===== src/rtl/hazard_ctrl.sv =====
// hazard_ctrl -- pipeline control unit for the in-order RISC-V core.
//
// Watches decode, execute and writeback and produces the stall, flush and
// bubble controls for the PC, fetch/decode and decode/execute registers,
// the decode-stage writeback forwarding selects, the data-memory wait
// sequencing and the sticky halt state. Two saturating counters report
// stall cycles and taken redirects.
//
// Ports
//   clk, rst_n                    clock (rising edge), async active-low reset
//   id_read_reg1/2, id_uses_rs1/2 decode source registers and their use flags
//   id_hlt                        decode holds a hlt
//   ex_write_reg, ex_reg_write    execute destination and write flag
//   ex_mem_reg                    execute instruction is a load
//   ex_redirect                   taken branch / jal / jalr resolved in execute
//   wb_write_reg, wb_reg_write    writeback destination and write flag
//   dmem_busy                     data memory access not complete this cycle
//   pc_write_en, fd_write_en      PC / fetch-decode register load enables
//   fd_flush                      fetch-decode register loads a NOP
//   fe_write_en, fe_bubble        decode-execute register enable / bubble insert
//   forwardC, forwardD            select writeback data for decode rs1 / rs2
//   halted                        core is halted
//   stall_count, flush_count      saturating performance counters

module hazard_ctrl (
    input  logic        clk,
    input  logic        rst_n,
    input  logic [4:0]  id_read_reg1,
    input  logic [4:0]  id_read_reg2,
    input  logic        id_uses_rs1,
    input  logic        id_uses_rs2,
    input  logic        id_hlt,
    input  logic [4:0]  ex_write_reg,
    input  logic        ex_reg_write,
    input  logic        ex_mem_reg,
    input  logic        ex_redirect,
    input  logic [4:0]  wb_write_reg,
    input  logic        wb_reg_write,
    input  logic        dmem_busy,
    output logic        pc_write_en,
    output logic        fd_write_en,
    output logic        fd_flush,
    output logic        fe_write_en,
    output logic        fe_bubble,
    output logic        forwardC,
    output logic        forwardD,
    output logic        halted,
    output logic [31:0] stall_count,
    output logic [31:0] flush_count
);

    typedef enum logic [1:0] {
        RUN      = 2'd0,
        MEM_WAIT = 2'd1,
        HALT     = 2'd2
    } state_t;

    state_t state_q, state_d;

    logic load_use;
    logic fwd_c_raw, fwd_d_raw;
    logic stall_inc, flush_inc;

    // x0 is hardwired to zero, so it can neither create a dependency nor
    // supply forwarded data.
    assign load_use = ex_mem_reg & ex_reg_write & (ex_write_reg != 5'd0) &
                      ((id_uses_rs1 & (id_read_reg1 == ex_write_reg)) |
                       (id_uses_rs2 & (id_read_reg2 == ex_write_reg)));

    assign fwd_c_raw = wb_reg_write & (wb_write_reg != 5'd0) &
                       (wb_write_reg == id_read_reg1);
    assign fwd_d_raw = wb_reg_write & (wb_write_reg != 5'd0) &
                       (wb_write_reg == id_read_reg2);

    // Control decode. Outputs are purely combinational so every hazard is
    // resolved in the cycle it appears. MEM_WAIT only differs from RUN in
    // that it exists to remember a wait is in progress; once dmem_busy
    // drops, the pending redirect / load-use / hlt is handled exactly as in
    // RUN because the frozen upstream stages still present the same inputs.
    always_comb begin
        pc_write_en = 1'b1;
        fd_write_en = 1'b1;
        fd_flush    = 1'b0;
        fe_write_en = 1'b1;
        fe_bubble   = 1'b0;
        forwardC    = fwd_c_raw;
        forwardD    = fwd_d_raw;
        halted      = 1'b0;
        flush_inc   = 1'b0;
        state_d     = state_q;

        if (!rst_n) begin
            pc_write_en = 1'b0;
            fd_write_en = 1'b0;
            fd_flush    = 1'b1;
            fe_write_en = 1'b0;
            fe_bubble   = 1'b1;
            forwardC    = 1'b0;
            forwardD    = 1'b0;
            state_d     = RUN;
        end else if (state_q == HALT) begin
            // Front end frozen; older instructions keep draining whenever
            // memory lets them.
            pc_write_en = 1'b0;
            fd_write_en = 1'b0;
            fe_bubble   = 1'b1;
            fe_write_en = !dmem_busy;
            halted      = 1'b1;
            state_d     = HALT;
        end else if (dmem_busy) begin
            pc_write_en = 1'b0;
            fd_write_en = 1'b0;
            fe_write_en = 1'b0;
            state_d     = MEM_WAIT;
        end else if (ex_redirect) begin
            // Whatever sits in decode is on the wrong path, hlt included.
            fd_flush    = 1'b1;
            fe_bubble   = 1'b1;
            flush_inc   = 1'b1;
            state_d     = RUN;
        end else if (load_use) begin
            // One bubble is enough: next cycle the load has left execute.
            pc_write_en = 1'b0;
            fd_write_en = 1'b0;
            fe_bubble   = 1'b1;
            state_d     = RUN;
        end else if (id_hlt) begin
            pc_write_en = 1'b0;
            fd_write_en = 1'b0;
            fe_bubble   = 1'b1;
            state_d     = HALT;
        end else begin
            state_d     = RUN;
        end
    end

    // Halted cycles are not counted as stalls; the hlt-decode cycle is.
    assign stall_inc = !pc_write_en && (state_q != HALT);

    always_ff @(posedge clk or negedge rst_n) begin
        if (!rst_n) begin
            state_q <= RUN;
        end else begin
            state_q <= state_d;
        end
    end

    always_ff @(posedge clk or negedge rst_n) begin
        if (!rst_n) begin
            stall_count <= 32'd0;
            flush_count <= 32'd0;
        end else begin
            if (stall_inc && (stall_count != 32'hFFFF_FFFF))
                stall_count <= stall_count + 32'd1;
            if (flush_inc && (flush_count != 32'hFFFF_FFFF))
                flush_count <= flush_count + 32'd1;
        end
    end

endmodule


===== config.mk =====
export PLATFORM = sky130hd
export DESIGN_NAME = hazard_ctrl
export DESIGN_NICKNAME = d
export VERILOG_FILES = /design/src/rtl/hazard_ctrl.sv
export SDC_FILE = /design/constraint.sdc
export NUM_CORES = 1
export LEC_CHECK = 0
export BUFFER_PORTS_ARGS = -buffer_cell sky130_fd_sc_hd__buf_2
export CORE_AREA = 2 2 86 88
export DETAILED_ROUTE_END_ITERATION = 7
export DIE_AREA = 0 0 88 90
export GPL_ROUTABILITY_DRIVEN = 0
export GPL_TIMING_DRIVEN = 0
export PLACE_DENSITY = 0.78
export SYNTH_ARGS = -nofsm -noshare
export SYNTH_HDL_FRONTEND = slang
export SYNTH_SLANG_ARGS = --single-unit

===== constraint.sdc =====
create_clock -name clk -period 2.48 [get_ports clk]
set_input_delay 0.248 -clock clk [delete_from_list [all_inputs] [get_ports clk]]
set_output_delay 0.248 -clock clk [all_outputs]
set_load 0.02 [all_outputs]

Yosys cells after proc, flatten, opt, wreduce, memory -nomap -nowiden

Index checks and enable logic that the tools add are counted.

Memory bits (writable): 0
Bits of input ports: 30
Memories kept: 0
Output and inout port bits: 72
Bits in latches: 0
Memory bits (read-only): 0
Word-level logic and storage cells: 59
Register bits after elaboration: 66

Multipliers: 0
Reduce and logical (&&, ||, !) cells: 7
Equal/unequal tests: 8
Order comparisons: 0
Shift-type cells: 0
Multiplexer cells: 30
Divide/modulo/power cells: 0
Bitwise logic cells: 9
Add/subtract/negate cells: 2

Operators by type and width:

| kind                                           | count |
|---|---|
| adder 32 x 1 -> 32 bit (second input constant) | 2 |
| inequality test 32 bit (second input constant) | 2 |
| two-way mux 1 bit                              | 24 |
| equality test 5 bit                            | 4 |
| two-way mux 2 bit                              | 6 |
| nonzero test 5 bit                             | 2 |
| AND 1 bit                                      | 8 |
| logical AND 1 bit                              | 3 |
| equality test 2 bit (second input constant)    | 1 |
| logical NOT 1 bit                              | 2 |
| inequality test 2 bit (second input constant)  | 1 |
| bitwise OR 1 bit                               | 1 |

Depth between registers and ports, before layout

Depth in word-level cells: 12
Gate-level depth with buffers: 8
Depth with buffers taken out: 7

Worst setup path after synthesis

No wires, ideal clock.

Path type: reg2reg
From: register stall_count[0]
To: register stall_count[1]
Slack: 0.442 ns
Period minus slack after synthesis: 2.038 ns
Data required time: 2.352 ns
Stages on the path, launching flop included: 8
Data arrival time: 1.911 ns
Cell sequence: dfrtp_1 ha_1 nand2_1 nor4_4 and3_1 buf_4 nor2_1 mux2_1

Longest elaborated chain between the ends: 2
Elaborated cells between the ends (all ways): 3
Classes of those cells: add/sub: 1; eq/ne: 1; reduce/logical: 1

Ends and longest elaborated chain:

| element                                                                        | RTL line | source |
|---|---|---|
| from (decl)                                                                    | 48       | `output logic [31:0] stall_count,` |
| from (signal assigned)                                                         | 154      | `stall_count <= stall_count + 32'd1;` |
| parallel branches: the longest is 2 deep, another holds adder 32 x 1 -> 32 bit | -        |  |

Parallel ways; which one is timed is not known.
A chain may end at the register's enable or synchronous reset.

Worst setup path in the final report

From: register flush_count[24]
To: register flush_count[1]

Longest elaborated chain between the ends: 2

Ends and longest elaborated chain:

| element                | RTL line | source |
|---|---|---|
| from (decl)            | 49       | `output logic [31:0] flush_count` |
| from (signal assigned) | 156      | `flush_count <= flush_count + 32'd1;` |
| inequality test 32 bit | 155      | `if (flush_inc && (flush_count != 32'hFFFF_FFFF))` |
| logical AND 1 bit      | 155      |  |

No other way between the ends.

==> summary.md <==
| Metric | Value |
|---|---|
| Status | `complete, no violations` |
| Crit-path cells | `nand4_1 -> nor4_1 -> and3_2 -> a211o_4 -> mux2_4` |
| Final hold violations | `0` |
| DRC | `0` |
| Max cap viols | `0` |
| Fin crit share | `0.905` |
| FF+latch area | `0.00165 mm^2` |
| Most frequent cells in the layout | `buf_2 (102), dfrtp_1 (66), xor2_1 (42)` |
| Syn_nets | `374` |
| HP Class | `input pin to async pin` |
| Capturing point of the worst reg2reg path | `flush_count[1]$_DFFE_PN0P_` |
| # clock sinks | `66` |
| Clk_lat worst skew | `0.35 ns` |
| Row cnt | `31` |
| Area growth from synthesis to layout | `23.6%` |
| Max-slew headroom | `0.410` |
| Leakage | `0.00227 uW` |
| Async set-reset flop share out of synthesis | `1.00` |
| DP HPWL | `6.06 mm` |
| Share of cells above drive strength 1 | `0.316` |
| Worst path slowest cell | `nor4_1` |
| Gr busiest metal | `met2` |
| Detail Route Antenna Nets | `0` |
| Setup crit start kind | `register` |
| Largest area contributor in the netlist | `dfrtp_1` |
| WL/cell | `14.6 um` |
| CTS Hold Bufs | `0` |
| CTS tree | `done` |
| Number of CTS-inserted buffers | `9` |
| First-pass GRT wire length | `13.8 mm` |
| Synth top area share | `0.467` |
| Root buf cell | `clkbuf_8` |
| Core area | `0.00702 mm^2` |
| CP Class | `register to register` |
| Fin crit period | `2.25 ns` |
| Synth area leaders | `dfrtp_1 (47%), xor2_1 (10%), xnor2_1 (9.7%)` |
| Crit Path Max Fanout | `6` |
| Die Wd | `88 um` |
| Initial DRC count | `89` |
| Number of flops mapped to enable cells by yosys | `0` |
| Resize count post-CTS | `0` |
| I/O pin count | `102` |
| Measured slew at the worst slew-check pin | `0.885 ns` |
| FF-to-FF path depth | `5` |
| Crit path max-delay family | `simple AND/OR/NAND/NOR gates` |
| WP buf/inv | `0` |
| Slew Limit Fails | `0` |
| Clk buf depth | `2` |
| Post-layout util | `0.623` |
| Max Fclk | `0.445 GHz` |
| Die area | `0.00792 mm^2` |
| GR Util All Layers | `0.219` |
| Reg2reg start | `flush_count[24]$_DFFE_PN0P_` |
| Final Net Count | `486` |
| Largest net degree at the start of global routing | `73` |
| Drt first pass iters | `4` |
| Vias in the first global route | `2,902` |
| Remaining Overflow, GRT | `0` |
| Met1 GRT Util | `0.282` |
| Cell depth of the worst setup path | `5` |
| Initial Util | `0.504` |
| Yosys warnings | `0` |
| DR vias | `2,939` |
| Cell area after synthesis | `0.00354 mm^2` |
| Maximum vdd drop | `0.535 mV` |
| Vias/cell | `5.27` |
| CTS clk-pin slew, worst paths | `0.08 ns` |
| Vert. Die Dim | `90 um` |
| Final setup vio count | `0` |
| Initial antenna violation count | `0` |
| Top FF cell, synth | `dfrtp_1` |
| Unrepaired setup endpoints after global routing | `false` |
| Synth unique cells | `47` |
| Met2 Use GR | `0.360` |
| Skew final | `0.00956 ns` |
| R2R Setup Slk | `0.23 ns` |
| ANT cells | `0` |
| Mapped Cells | `342` |
| Syn avg cell area | `10.3 um^2` |
| Fillers | `616` |
| Crit path required time | `2.71 ns` |
| CP Data Arrival Time | `2.48 ns` |
| Crit. End Element | `register` |
| H-tree levels | `3` |
| Final WL | `8.16 mm` |
| Multi-input logic area | `0.00182 mm^2` |
| CP peak stage delay | `0.65 ns` |
| Synth Register Bits | `66` |
| Commonest non-fill, non-tap cell in the layout | `buf_2` |
| Cell Pwr Density | `634 mW/mm^2` |
| Total negative setup slack | `0 ns` |
| PortBufs | `101` |
| Sequential-to-total area share from yosys stat | `0.467` |
| Met3 usage | `0.0395` |
| Post-CTS Setup Inserts | `0` |
[power breakdown]
part	internal (uW)	switching (uW)
Combinational	212	332
Clock	493	441
Sequential	1170	127
Total	1870	900
[how the worst max path moves through the flow]
stage                     slack, ns                          end                        start
after CTS                      0.26   flush_count[1]$_DFFE_PN0P_  flush_count[24]$_DFFE_PN0P_
after global placement        -0.50  stall_count[18]$_DFFE_PN0P_                        rst_n
after detailed placement      -0.04  flush_count[17]$_DFFE_PN0P_                        rst_n
after global routing           0.11  stall_count[19]$_DFFE_PN0P_   stall_count[0]$_DFFE_PN0P_
after floorplan                0.44   stall_count[1]$_DFFE_PN0P_   stall_count[0]$_DFFE_PN0P_
final                          0.23   flush_count[1]$_DFFE_PN0P_  flush_count[24]$_DFFE_PN0P_
[synth_stat cells (5+ instances only)]
library cell / instances
dfrtp_1: 66
xor2_1: 42
nand3_1: 36
nor4_1: 8
nor3_1: 16
and3_1: 9
nor3_2: 5
inv_1: 7
xnor2_1: 39
nand2_1: 28
nand4_1: 13
nor2_1: 24
[metrics by stage]
| stage | worst slack, ns | area, um^2 | total power (uW) | instances | hold WS, ns |
|---|---|---|---|---|---|
| floorplan | 0.442 | 3540 | 1640 | 342 | -0.0476 |
| global placement | -0.499 | 4170 | 1840 | 542 | 0.473 |
| detailed placement | -0.0397 | 4170 | 1860 | 542 | 0.427 |
| CTS | 0.261 | 4370 | 2790 | 558 | 0.0477 |
| global route | 0.113 | 4370 | 2900 | 558 | 0.0814 |
| finish | 0.235 | 4370 | 2770 | 558 | 0.0227 |
[flip-flops by register name, summed over array words and instances (netlist names)]
name and count:
flush_count 32, stall_count 32, state_q 2
[logic make-up after synthesis]
family          share of synthesized area
mux                               0.00742
simple gates                        0.259
flops                               0.467
buf+inv                            0.0198
compound gates                     0.0396
fa+ha+maj                         0.00707
xor+xnor                            0.200
[worst reg2reg max path: cells and delay by family (launching register included)]
family           cells  cell delay [ns]
flip-flops           1             0.43
AND/OR/NAND/NOR      3             1.18
AO/OA/AOI/OAI        1             0.21
multiplexers         1             0.30
[routing by layer]
metal | vias up | part of all wire
li1 | 1431 | -
met1 | 1428 | 0.44
met2 | 67 | 0.51
met3 | 13 | 0.037
met4 | 0 | 0.018
met5 | - | 0
[layout make-up]
| class | instances | share of cell area |
|---|---|---|
| Multi-Input combinational cell | 263 | 0.415 |
| Sequential cell | 66 | 0.378 |
| Timing Repair Buffer | 101 | 0.116 |
| Clock buffer | 10 | 0.0315 |
| Tap cell | 99 | 0.0283 |
| Clock inverter | 6 | 0.0149 |
| Buffer | 6 | 0.0100 |
| Inverter | 7 | 0.00601 |
Power figures use the tool's default switching activity.
